$ cat src/rtl/psmac_pkg.sv
// psmac_pkg: shared types, 8-bit mode configuration and lane packing helpers
// for sequencers that drive the OAFU precision-scalable MAC.
package psmac_pkg;

  typedef enum logic [2:0] {
    ST_IDLE = 3'd0,
    ST_LOAD = 3'd1,
    ST_WAIT = 3'd2,
    ST_ACC  = 3'd3,
    ST_DONE = 3'd4
  } state_t;

  // Shift codes and mode bits that put the OAFU into signed 8x8 operation.
  localparam logic [3:0] SX8_1 = 4'h0;
  localparam logic [3:0] SX8_2 = 4'hA;
  localparam logic [3:0] SX8_3 = 4'h0;
  localparam logic [3:0] SX8_4 = 4'hA;
  localparam logic [3:0] SY8_1 = 4'h0;
  localparam logic [3:0] SY8_2 = 4'h0;
  localparam logic [3:0] SY8_3 = 4'hC;
  localparam logic [3:0] SY8_4 = 4'hC;
  localparam logic       MODE8_1 = 1'b1;
  localparam logic       MODE8_2 = 1'b1;

  // A is split into nibbles; each nibble is duplicated across the lanes.
  function automatic logic [31:0] pack_a8(input logic [7:0] a);
    return {a[7:4], a[7:4], a[3:0], a[3:0], a[7:4], a[7:4], a[3:0], a[3:0]};
  endfunction

  // B is split into 2-bit crumbs; each crumb appears twice in succession.
  function automatic logic [31:0] pack_b8(input logic [7:0] b);
    return {b[7:6], b[7:6], b[5:4], b[5:4], b[7:6], b[7:6], b[5:4], b[5:4],
            b[3:2], b[3:2], b[1:0], b[1:0], b[3:2], b[3:2], b[1:0], b[1:0]};
  endfunction

endpackage

$ cat src/rtl/psmac_pack8.sv
// psmac_pack8: combinational packer from an 8-bit operand pair to the OAFU
// 32-bit a/b lane format for signed 8-bit mode.
module psmac_pack8
  import psmac_pkg::*;
(
  input  logic [7:0]  i_a,
  input  logic [7:0]  i_b,
  output logic [31:0] o_a,
  output logic [31:0] o_b
);

  assign o_a = pack_a8(i_a);
  assign o_b = pack_b8(i_b);

endmodule

$ cat src/rtl/psmac_dot_seq.sv
// psmac_dot_seq: feeds signed 8-bit operand pairs to the OAFU one at a time,
// waits out its latency, and accumulates the products into a dot product.
module psmac_dot_seq
  import psmac_pkg::*;
#(
  parameter int LAT   = 2,
  parameter int ACC_W = 24
) (
  input  logic             clk,
  input  logic             rst_n,
  input  logic             i_start,
  input  logic [7:0]       i_len,
  input  logic             i_clear,
  input  logic             i_in_valid,
  output logic             o_in_ready,
  input  logic [7:0]       i_in_a,
  input  logic [7:0]       i_in_b,
  output logic [31:0]      o_oafu_a,
  output logic [31:0]      o_oafu_b,
  output logic [3:0]       o_sx1,
  output logic [3:0]       o_sx2,
  output logic [3:0]       o_sx3,
  output logic [3:0]       o_sx4,
  output logic [3:0]       o_sy1,
  output logic [3:0]       o_sy2,
  output logic [3:0]       o_sy3,
  output logic [3:0]       o_sy4,
  output logic             o_mode1,
  output logic             o_mode2,
  input  logic [15:0]      i_oafu_y,
  output logic             o_out_valid,
  input  logic             i_out_ready,
  output logic [ACC_W-1:0] o_out_acc,
  output logic             o_busy
);

  localparam int               CNT_W   = $clog2(LAT + 1);
  localparam logic [CNT_W-1:0] LAT_CNT = CNT_W'(LAT);

  state_t             r_state;
  logic [7:0]         r_remaining;
  logic [CNT_W-1:0]   r_wait_cnt;
  logic [ACC_W-1:0]   r_acc;
  logic [31:0]        r_oafu_a;
  logic [31:0]        r_oafu_b;
  logic [31:0]        w_pack_a;
  logic [31:0]        w_pack_b;
  logic [ACC_W-1:0]   w_y_ext;

  psmac_pack8 u_pack8 (
    .i_a (i_in_a),
    .i_b (i_in_b),
    .o_a (w_pack_a),
    .o_b (w_pack_b)
  );

  assign w_y_ext = ACC_W'($signed(i_oafu_y));

  // Configuration is hard-wired so it is valid even while in reset.
  assign o_sx1   = SX8_1;
  assign o_sx2   = SX8_2;
  assign o_sx3   = SX8_3;
  assign o_sx4   = SX8_4;
  assign o_sy1   = SY8_1;
  assign o_sy2   = SY8_2;
  assign o_sy3   = SY8_3;
  assign o_sy4   = SY8_4;
  assign o_mode1 = MODE8_1;
  assign o_mode2 = MODE8_2;

  assign o_oafu_a    = r_oafu_a;
  assign o_oafu_b    = r_oafu_b;
  assign o_in_ready  = (r_state == ST_LOAD);
  assign o_out_valid = (r_state == ST_DONE);
  assign o_out_acc   = r_acc;
  assign o_busy      = (r_state != ST_IDLE);

  // Sequencer: one pair per pass through LOAD -> WAIT (LAT cycles) -> ACC.
  always_ff @(posedge clk or negedge rst_n) begin
    if (!rst_n) begin
      r_state     <= ST_IDLE;
      r_remaining <= 8'd0;
      r_wait_cnt  <= '0;
      r_acc       <= '0;
      r_oafu_a    <= 32'd0;
      r_oafu_b    <= 32'd0;
    end else if (i_clear) begin
      r_state     <= ST_IDLE;
      r_remaining <= 8'd0;
      r_wait_cnt  <= '0;
      r_acc       <= '0;
      r_oafu_a    <= 32'd0;
      r_oafu_b    <= 32'd0;
    end else begin
      case (r_state)
        ST_IDLE: begin
          if (i_start) begin
            r_acc <= '0;
            if (i_len != 8'd0) begin
              r_remaining <= i_len;
              r_state     <= ST_LOAD;
            end else begin
              r_state <= ST_DONE;
            end
          end
        end
        ST_LOAD: begin
          if (i_in_valid) begin
            r_oafu_a   <= w_pack_a;
            r_oafu_b   <= w_pack_b;
            r_wait_cnt <= LAT_CNT;
            r_state    <= ST_WAIT;
          end
        end
        ST_WAIT: begin
          r_wait_cnt <= r_wait_cnt - CNT_W'(1);
          if (r_wait_cnt == CNT_W'(1)) begin
            r_state <= ST_ACC;
          end
        end
        ST_ACC: begin
          r_acc       <= r_acc + w_y_ext;
          r_remaining <= r_remaining - 8'd1;
          if (r_remaining == 8'd1) begin
            r_state <= ST_DONE;
          end else begin
            r_state <= ST_LOAD;
          end
        end
        ST_DONE: begin
          if (i_out_ready) begin
            r_state <= ST_IDLE;
          end
        end
        default: begin
          r_state <= ST_IDLE;
        end
      endcase
    end
  end

endmodule

$ cat config.mk
export PLATFORM = sky130hd
export DESIGN_NAME = psmac_dot_seq
export DESIGN_NICKNAME = d
export VERILOG_FILES = /design/src/rtl/psmac_pkg.sv /design/src/rtl/psmac_pack8.sv /design/src/rtl/psmac_dot_seq.sv
export SDC_FILE = /design/constraint.sdc
export NUM_CORES = 1
export LEC_CHECK = 0
export BUFFER_PORTS_ARGS = -buffer_cell sky130_fd_sc_hd__buf_2
export CORE_MARGIN = 2
export CORE_UTILIZATION = 50
export CTS_CLUSTER_SIZE = 20
export DETAILED_ROUTE_END_ITERATION = 12
export PLACE_DENSITY = 0.82
export SETUP_SLACK_MARGIN = 0.2
export SYNTH_ARGS = -nofsm -noshare
export SYNTH_HDL_FRONTEND = slang
export SYNTH_SLANG_ARGS = --single-unit
$ cat constraint.sdc
create_clock -name clk -period 2.6 [get_ports clk]
set_input_delay 0.65 -clock clk [delete_from_list [all_inputs] [get_ports clk]]
set_output_delay 0.65 -clock clk [all_outputs]
set_load 0.05 [all_outputs]
# == Word-level counts from Yosys, hierarchy flattened ==
# Index checks and enable logic that the tools add are counted.
# op_classes
addsub,3
eq_ne,11
n_mux,24
n_reduce_logical,12
# ops
op,n
two-way mux 32 bit,6
two-way mux 24 bit,2
one-hot mux 24 bit (2 select lines),1
adder 24 bit,1
two-way mux 8 bit,3
two-way mux 3 bit,7
one-hot mux 8 bit (2 select lines),1
one-hot mux 3 bit (5 select lines),1
inequality test 3 bit (second input constant),4
nonzero test 3 bit,3
== test 8 x 1 -> 1 bit (second input constant),1
nonzero test 8 bit,1
subtractor 8 x 1 -> 8 bit (second input constant),1
== test 3 x 2 -> 1 bit (second input constant),2
AND reduction 2 bit,3
two-way mux 2 bit,2
one-hot mux 2 bit (2 select lines),1
AND reduction 4 bit,1
nonzero test 2 bit,2
== test 3 x 1 -> 1 bit (second input constant),1
== test 3 bit (second input constant),1
zero test 3 bit,1
inequality test 3 x 2 -> 1 bit (second input constant),1
AND reduction 3 bit,1
2 further kinds,2
# word_totals
reg_bits,101
input_bits,46
output_inout_bits,125
wordCells,56

# == Depth between registers and ports, before layout ==
# Gate-level depths: netlist (run 1).
# depth
depth_word,5
mapped_depth,10
mapped_depth_nobuf,10

# == By module ==
# Synthesis (run 1) repeated with hierarchy kept, for this count alone.
# unflattened
cells_unflattened,726
hier_area_um2,6279.8
# by_module_without_submodules
mod,n_inst,cells_per_inst,area_per_inst_um2,seq_area_each_um2
psmac_dot_seq,1,662,5799.3,2527.4
psmac_pack8,1,64,480.5,0.0

# == Least setup slack after synthesis (run 1) ==
# No wires, ideal clock.
# synth_path
kind,input -> register
from,in i_oafu_y[0]
to,"reg r_acc[12], in the netlist o_out_acc[12]"
setup_time_ns,0.122
t_arrival_ns,2.310
t_required_ns,2.478
path_slack_ns,0.168
stages,10
n_path_buf,0
path_cell_list,ha_1 > inv_1 > fa_1 > nor2b_1 > o21a_1 > o21ai_2 > a211oi_1 > o21a_1 > or3_1 > a32o_1
# synth_via
elab_chain_len,3
# synth_rtl
item,line,text
"start, declared",psmac_dot_seq.sv:30,"input logic [15:0] i_oafu_y,"
adder 24 bit,psmac_dot_seq.sv:122,r_acc <= r_acc + w_y_ext;
one-hot mux 24 bit (2 select lines),psmac_dot_seq.sv:95,case (r_state)
two-way mux 24 bit,psmac_dot_seq.sv:87,end else if (i_clear) begin
"end signal, assigned",psmac_dot_seq.sv:122,
"end, declared",psmac_dot_seq.sv:43,logic [ACC_W-1:0] r_acc;
# Every way passes these cells.
# A chain may end at the register's enable or synchronous reset.

# == Final worst setup path (run 1) ==
# Same ends and word-level chain as after synthesis.

==> summary.md, run 1 <==
| Metric | Value |
|---|---|
| Outcome | `finished, final reports clean` |
| Critical path data required time | `2.80 ns` |
| Arrival @ worst endpoint | `2.52 ns` |
| Crit Path Max Fanout | `4` |
| Most common cell after layout, fill and taps aside | `buf_2` |
| Tcrit/Tclk final | `89.3%` |
| CTS max path bufs | `2` |
| Post-Syn Instances | `527` |
| GR Util All Layers | `21.0%` |
| Max Cap Viol | `0` |
| R2R depth | `10` |
| Die X | `97.0 um` |
| RePlAce Congestion | `0.952` |
| Startpoint types | `input pin` |
| Max Clock Skew | `0.00726 ns` |
| Critical path class | `in -> reg` |
| HP Class | `in -> async` |
| LEAKAGE | `2.58 nW` |
| Placed Area | `4690 um2` |
| Post-DP HPWL | `7620 um` |
| Post-route minimum period | `2.32 ns` |
| # IOs | `171` |
| Setup repair after global routing missed its margin | `yes` |
| CTS Hold Bufs | `0` |
| WHS | `0.345 ns` |
| Via Count | `3920` |
| Root buffer cell | `clkbuf_8` |
| Core Region | `8300 um2` |
| Initial Util | `52.1%` |
| Max Clk Rate | `431 MHz` |
| Diode count | `0` |
| Routed wire length | `10100 um` |
| Post-synthesis average cell area | `8.20 um2` |
| Site Rows | `33` |
| CTS H-tree depth | `2` |
| Register area | `1330 um2` |
| Avg Vias per Cell | `5.43` |
| Async set or reset register ratio after synthesis | `100%` |
| # port buffers | `136` |
| Clk_lat worst skew | `0.31 ns` |
| Final setup viols | `0` |
| Final hold violation count | `0` |
| First-pass DRT Iterations | `5` |
| Final nets | `689` |
| Layout overhead on the synthesized area | `12.2%` |
| Largest net degree at the start of global routing | `33` |
| Global-route wire length before repair | `16800 um` |
| Post-synth EDFFs | `0` |
| Area occupied by multi-input gates | `2400 um2` |
| DIE AREA | `9410 um2` |
| Register area share after synthesis | `30.7%` |
| GRT Residual Overflow | `0` |
| TritonCTS buffer count | `5` |
| Die height | `97.0 um` |
| Setup TNS | `0 ns` |
| Worst-Margin Slew | `0.791 ns` |
| Synth Warn # | `0` |
| Max rail drop VDD | `0.372 mV` |
| Vias in the first global route | `3554` |
| Initial antenna violation count | `0` |
| Antenna viol nets, final | `0` |
| CTS Sinks | `53` |
| CP endpoint kind | `flop` |
| Worst-path clk slew | `0.10 ns` |
| Slew headroom | `47.3%` |
| Synth Cell Area | `4320 um2` |
| Residual DRC count | `0` |
| Share of cells above drive strength 1 | `29.3%` |
| Commonest cells after routing, fill and taps aside | `buf_2, nand2_1, dfrtp_1` |
| Synth cell types | `56` |
| Avg WL per Cell | `14.0 um` |
| Synth Register Bits | `53` |
| Max-slew violations | `0` |
| Fill cells | `749` |
| Final Cell Area | `4850 um2` |
| CTS tree | `built` |
| Post-synth top flop | `dfrtp_1` |
| PD cells | `617 nW/um2` |
| DRT iter0 DRCs | `185` |
==> metrics by stage <==
step                      cells  setup WS [ns]  utilization [%]  power (mW)
final                       722          0.278             58.4        2.99
after global placement      713        0.00448             56.5        2.39
after global routing        722          0.192             58.4        3.15
after floorplan             559          0.168                -        2.26
after detailed placement    713         -0.105             56.5        2.42
after CTS                   721          0.230             57.9        3.01
==> timing repair <==
| action | in CTS | in global routing |
|---|---|---|
| setup endpoints to repair | 0 | 2 |
| resized for setup | 0 | 8 |
| buffers inserted | 0 | 1 |
==> where the power goes <==
part	switching (mW)	internal [mW]	total, mW
combinational	1.07	0.339	1.41
sequential	0.0950	0.907	1.00
clock	0.292	0.289	0.581
total	1.46	1.54	2.99
==> flip-flops by register name, summed over array words and instances (netlist names) <==
signal / flops
o_oafu_a: 8
o_oafu_b: 8
o_out_acc: 24
r_remaining: 8
r_state: 3
r_wait_cnt: 2
==> cells by family (layout without fill, tap and decap cells) <==
| kind of cell | after synthesis | in the layout | synth area share (%) |
|---|---|---|---|
| compound gates | 144 | 144 | 21.3 |
| xor+xnor | 15 | 15 | 3.04 |
| fa+ha+maj | 27 | 27 | 7.99 |
| buf+inv | 116 | 174 | 17.4 |
| flops | 53 | 53 | 30.7 |
| mux | 4 | 4 | 0.926 |
| other cells | 2 | 34 | 0.174 |
| simple gates | 166 | 166 | 18.4 |
==> final cells by class <==
class	count	area share [%]
clock inverters	3	0.955
multi-input cells	390	49.5
inverters	12	0.929
clock buffers	5	1.42
flip-flops and latches	53	27.4
repair buffers	154	17.1
well taps	105	2.71
==> Yosys cell counts (all sizes together), types with 3 or more instances <==
cell	instances	area [um2]
a211oi	7	57.6
a21o	8	60.1
a21oi	30	169
a22o	4	35.0
a22oi	5	37.5
a31oi	4	25.0
and3	7	43.8
buf	90	656
clkbuf	14	52.6
dfrtp	53	1330
ha	26	325
inv	12	45.0
mux2i	4	40.0
nand2	59	221
nand2b	22	138
nand3	7	40.0
nand4	4	25.0
nor2	39	149
nor3	8	45.0
nor4	4	25.0
o211ai	6	45.0
o21a	6	46.3
o21ai	58	294
o21bai	3	22.5
or3	7	48.8
xnor2	5	43.8
xor2	10	87.6
==> critical path: stages <==
cell	delay [ns]
buf_2	0.11
ha_4	0.16
inv_2	0.06
fa_2	0.21
nor2b_1	0.05
o21a_1	0.20
o21ai_4	0.22
a211oi_2	0.10
o21a_1	0.19
or3_1	0.30
a32o_1	0.25
==> per-layer routing <==
layer / vias up / share of wire (%) / track usage (%)
met3: 10 / 5.9 / 3.83
met1: 1861 / 42 / 25.8
met2: 156 / 51 / 37.8
met4: 0 / 1.1 / 5.74
li1: 1893 / - / -
met5: - / 0 / 0
==> worst paths after layout <==
kind / startpoint / endpoint / slack, ns
hold / removal: rst_n / o_out_acc[0] / 0.34
max in group asynchronous: rst_n / o_out_acc[17] / 1.69
hold reg to reg: o_out_acc[11] / o_out_acc[11] / 0.52
min in group clk: o_out_acc[11] / o_out_acc[11] / 0.52
setup reg to reg: o_out_acc[0] / o_out_acc[12] / 0.29
setup / recovery: i_oafu_y[0] / o_out_acc[12] / 0.28
(Power assumes the default switching activity.)
==> inputs of run 2 (changes only) <==
ABC_AREA = 1   (was not set)
CORE_UTILIZATION = 51   (was 50)
PLACE_DENSITY = 0.81   (was 0.82)
==> summary.md, run 2 <==
| Metric | Value |
|---|---|
| Most common cell after layout, fill and taps aside | `nand2_1` |
| Global-route wire length before repair | `18400 um` |
| Post-Syn Instances | `720` |
| DIE AREA | `10300 um2` |
| Post-route minimum period | `2.03 ns` |
| Placement Setup Slack | `0.267 ns` |
| Avg Vias per Cell | `4.79` |
| Critical path data required time | `2.81 ns` |
| CTS tree | `built` |
| R2R depth | `13` |
| Top sig layer | `met4` |
| Synth cell types | `39` |
| # IOs | `171` |
| RePlAce Congestion | `0.922` |
| TritonCTS buffer count | `5` |
| DRT iter0 DRCs | `204` |
| Final nets | `877` |
| Max Clk Rate | `492 MHz` |
| # port buffers | `136` |
| Critical path class | `in -> reg` |
| Die X | `102 um` |
| Site Rows | `35` |
| Critical path origin | `i_oafu_y[0]` |
| Tcrit/Tclk final | `78.2%` |
| CTS Sinks | `53` |
| Wire length on met1 | `4750 um` |
| Largest net degree at the start of global routing | `33` |
| Synth Register Bits | `53` |
| Top cell type's share of synthesized area | `27.3%` |
| Most frequent cell after synthesis | `nand2_1` |
| Layout overhead on the synthesized area | `8.55%` |
| LEAKAGE | `3.21 nW` |
| Initial antenna violation count | `0` |
| Max-slew violations | `0` |
| Origin of the critical flop-to-flop path | `o_out_acc[0]` |
| Fill cells | `946` |
| WL met2 | `5470 um` |
| Outcome | `finished, final reports clean` |
| CP endpoint kind | `flop` |
| PD cells | `745 nW/um2` |
| Final setup viols | `0` |
| Setup bufs post-CTS | `0` |
| CTS max path bufs | `2` |
| Post-DP HPWL | `8850 um` |
| Post-synthesis average cell area | `6.75 um2` |
| Arrival @ worst endpoint | `2.25 ns` |
| Post-synth EDFFs | `0` |
| Commonest cells after routing, fill and taps aside | `nand2_1, buf_2, inv_1` |
| HP Class | `in -> async` |
| CTS Hold Bufs | `0` |
| Die height | `102 um` |
| Routed wire length | `11100 um` |
| Routed wl met3 | `709 um` |
| Final hold violation count | `0` |
| Share of cells above drive strength 1 | `22.1%` |
| Avg WL per Cell | `11.9 um` |
| Setup repair after global routing missed its margin | `no` |
| Vias in the first global route | `4123` |
| Most frequent cells after synthesis | `nand2_1, inv_1, buf_4` |
| First-pass DRT Iterations | `5` |
| Startpoint types | `input pin` |
| Slew headroom | `47.2%` |
| Max rail drop VDD | `0.646 mV` |
| Post-synth top flop | `dfrtp_1` |
| Core Region | `9240 um2` |
| GR Util All Layers | `22.1%` |
| Synth area leader | `dfrtp_1` |
| Synth top area cells | `dfrtp_1, nand2_1, buf_4` |
| Fin worst setup slack | `0.567 ns` |
| Setup TNS | `0 ns` |
| Clk_lat worst skew | `0.31 ns` |
| Diode count | `0` |
| Cts repair resizes | `0` |
| Via Count | `4478` |
| Crit Path Max Fanout | `4` |
| Antenna viol nets, final | `0` |
| Synth Cell Area | `4860 um2` |
| Residual DRC count | `0` |
| Total power | `3.93 mW` |
| Async set or reset register ratio after synthesis | `100%` |
| Max Clock Skew | `0.00934 ns` |
| Cells after DPL | `926` |
| Register area share after synthesis | `27.3%` |
| Synth Warn # | `0` |
| Worst-Margin Slew | `0.789 ns` |
| GRT Residual Overflow | `0` |
| Root buffer cell | `clkbuf_8` |
| CTS H-tree depth | `2` |
| Max reg flops | `24` |
| Max Cap Viol | `0` |
| Worst-path clk slew | `0.11 ns` |
| Non-filler cells, final | `934` |
| Initial Util | `52.6%` |
## run 2: cell count changes after synthesis, moves of 9 or more
| cell | before | now |
|---|---|---|
| nand2_1 | 59 | 211 |
| inv_1 | 12 | 115 |
| nand3_1 | 6 | 53 |
| o21ai_0 | 46 | 19 |
| nand2b_1 | 22 | 0 |
| clkbuf_1 | 14 | 0 |
| o21ai_1 | 11 | 20 |
## run 2: routing by layer
metal | track usage [%] | up-vias
met5 | 0 | -
met4 | 6.03 | 0
met3 | 3.04 | 17
met2 | 39.2 | 174
met1 | 28.0 | 1996
li1 | - | 2291
## run 2: final timing paths
path	endpoint	slack (ns)
setup / recovery	o_out_acc[16]	0.57
min in group clk	r_wait_cnt[1]	0.49
max in group asynchronous	o_oafu_a[27]	1.67
hold reg to reg	r_wait_cnt[1]	0.49
hold / removal	o_out_acc[5]	0.35
setup reg to reg	o_out_acc[16]	0.57
## run 2: cell families (layout without fill, tap and decap cells)
family,Yosys count,in the layout,synth area share (%)
and+or+nand+nor,336,336,29.8
buffers and inverters,215,268,24.0
AOI/OAI and AO/OA,76,76,9.60
DFF,53,53,27.3
adders and majority gates,27,27,7.11
xor gates and xnor gates,8,8,1.44
muxes,3,3,0.618
other,2,34,0.155
## run 2: power by group
part,internal [mW],switching [mW],leakage [nW]
Sequential,0.963,0.132,0.711
Combinational,0.517,1.64,2.43
Clock,0.383,0.293,0.0681
Total,1.86,2.07,3.21
## run 2: per-stage QoR
stage / utilization, % / hold WS, ns / instance area (um2)
detailed placement: 55.6 / 0.482 / 5140
CTS: 57.1 / 0.365 / 5280
floorplan: - / 0.354 / 4980
global placement: 55.6 / 0.473 / 5140
finish: 57.1 / 0.348 / 5280
global route: 57.1 / 0.393 / 5280
## run 2: critical path, stage by stage
cell	delay, ns
buf_2	0.08
ha_1	0.20
inv_1	0.07
fa_1	0.40
inv_1	0.11
nand3_1	0.07
nand3_1	0.13
nand2_1	0.08
nand2_1	0.12
nand3_1	0.11
nand2_1	0.07
nand2_1	0.05
nand3_1	0.07
nand2_1	0.05
## run 2: area by class of cell
class	count	area, um2	share of cell area [%]
flip-flops and latches	53	1330	25.1
inverters	123	464	8.80
multi-input cells	484	2490	47.2
well taps	129	161	3.06
clock buffers	5	68.8	1.30
repair buffers	137	701	13.3
clock inverters	3	65.1	1.23
==> inputs of run 3 (changes only) <==
CORE_UTILIZATION = 46   (was 51)
PLACE_DENSITY = 0.78   (was 0.81)
clock period = 1.8 ns   (was 2.6 ns; I/O delays follow)
==> summary.md, run 3 (same netlist as run 2, synthesis figures left out) <==
| Metric | Value |
|---|---|
| Outcome | `finished, final reports clean` |
| Origin of the critical flop-to-flop path | `o_out_acc[6]` |
| Worst R2R End | `o_out_acc[16]` |
| Antenna viol nets, final | `0` |
| HP Class | `in -> async` |
| WHS | `0.0756 ns` |
| R2R depth | `13` |
| Final nets | `942` |
| CP endpoint kind | `flop` |
| Critical path origin | `o_out_acc[6]` |
| Reg2Reg Setup Slack | `0.04 ns` |
| Initial antenna violation count | `0` |
| Max rail drop VDD | `1.11 mV` |
| RePlAce Congestion | `0.954` |
| PD cells | `940 nW/um2` |
| CTS H-tree depth | `2` |
| Max Clk Rate | `567 MHz` |
| Routed wire length | `13900 um` |
| # IOs | `171` |
| Site Rows | `37` |
| Die height | `107 um` |
| Diode count | `0` |
| Die X | `107 um` |
| DRT iter0 DRCs | `276` |
| CTS tree | `built` |
| CTS max path bufs | `2` |
| Post-DP HPWL | `9540 um` |
| Max reg flops | `24` |
| Register area | `1360 um2` |
| Largest net degree at the start of global routing | `33` |
| Initial Util | `47.3%` |
| Area occupied by multi-input gates | `3490 um2` |
| GR Util All Layers | `22.0%` |
| Layout overhead on the synthesized area | `42.7%` |
| GRT Residual Overflow | `0` |
| CTS Sinks | `53` |
| Final setup viols | `0` |
| First-pass DRT Iterations | `5` |
| Final Cell Area | `6930 um2` |
| TritonCTS buffer count | `5` |
| Tcrit/Tclk final | `98.0%` |
| Most common cell after layout, fill and taps aside | `nand2_1` |
| Setup repair after global routing missed its margin | `yes` |
| Max Clock Skew | `0.0129 ns` |
| Max Cap Viol | `0` |
| Vias in the first global route | `4482` |
| Critical path class | `reg -> reg` |
| Share of cells above drive strength 1 | `51.0%` |
| Via Count | `4932` |
| LEAKAGE | `3.78 nW` |
| Crit Path Max Fanout | `4` |
| Fill cells | `799` |
| Post-route minimum period | `1.76 ns` |
| Crit path to | `o_out_acc[16]` |
| Residual DRC count | `0` |
| Clk_lat worst skew | `0.32 ns` |
| Avg Vias per Cell | `4.90` |
| Critical path data required time | `2.01 ns` |
| Global-route wire length before repair | `20300 um` |
| Core Region | `10300 um2` |
| Arrival @ worst endpoint | `1.97 ns` |
| Startpoint types | `flop` |
| Root buffer cell | `clkbuf_8` |
| Placed Area | `5820 um2` |
| Worst-path clk slew | `0.11 ns` |
| Avg WL per Cell | `13.8 um` |
| Max-slew violations | `0` |
| # port buffers | `136` |
| Commonest cells after routing, fill and taps aside | `nand2_1, buf_2, inv_1` |
| CTS Hold Bufs | `0` |
| Final hold violation count | `0` |
| DIE AREA | `11400 um2` |
## run 3: cell types whose count changed in the layout (fill, tap and decap cells not counted), sizes merged
| cell | change |
|---|---|
| buf | +63 |
| clkinvlp | +1 |
| bufinv | -1 |
| clkbuf | +2 |
| inv | +1 |
| clkinv | -1 |
## run 3: power by group
part | total (mW) | leakage [nW] | internal, mW | switching, mW
clock network | 0.879 | 0.0563 | 0.425 | 0.454
registers | 1.62 | 0.670 | 1.40 | 0.216
logic | 4.02 | 3.05 | 1.27 | 2.75
## run 3: cell type report
class / instances / share of cell area [%]
multi-input combinational: 484 / 50.3
sequential: 53 / 19.6
timing repair buffer: 202 / 19.1
inverter: 123 / 6.88
tap: 136 / 2.45
clock buffer: 5 / 0.993
clock inverter: 3 / 0.704
## run 3: how the worst min path moves through the flow
stage,end,slack [ns],depth (start not counted)
6_report,o_out_acc[4],0.08,1
5_1_grt,o_out_acc[4],0.09,1
4_1_cts,o_out_acc[4],0.08,1
3_5_place_dp,o_out_acc[4],0.43,1
3_3_place_gp,o_out_acc[3],0.44,1
2_1_floorplan,o_oafu_a[20],0.15,0
## run 3: critical path, stage by stage, from the launching register on
cell     delay [ns]
dfrtp_2        0.44
ha_4           0.33
nand2_4        0.08
buf_6          0.12
inv_2          0.04
nand2_1        0.05
nand2_1        0.09
inv_1          0.07
nand2_2        0.11
nand3_2        0.11
nand2_1        0.07
nand2_1        0.04
nand3_1        0.05
nand2_1        0.05
## run 3: layer usage
metal  global-route usage [%]  share of wire (%)
met3                     2.74                4.9
met4                     7.33                2.4
met1                     28.8                 41
met2                     37.6                 52
met5                        0                  0
## run 3: timing repair
action / in CTS / in global routing
pin swaps: 21 / 55
resized for setup: 55 / 145
gates cloned: 0 / 3
endpoints found under the setup margin: 21 / 42
setup buffers: 26 / 6
## run 3: per-stage QoR
step           setup WS, ns  std cells  utilization (%)  power, mW  TNS, ns
5_1_grt             -0.0315       1006             67.5       6.89  -0.0432
2_1_floorplan       -0.0219        752                -       4.53  -0.0372
6_report             0.0366       1006             67.5       6.52        0
4_1_cts              0.0720        997             61.5       6.13        0
3_3_place_gp         -0.140        963             56.6       4.98   -0.947
3_5_place_dp         -0.179        963             56.6       5.02    -1.27
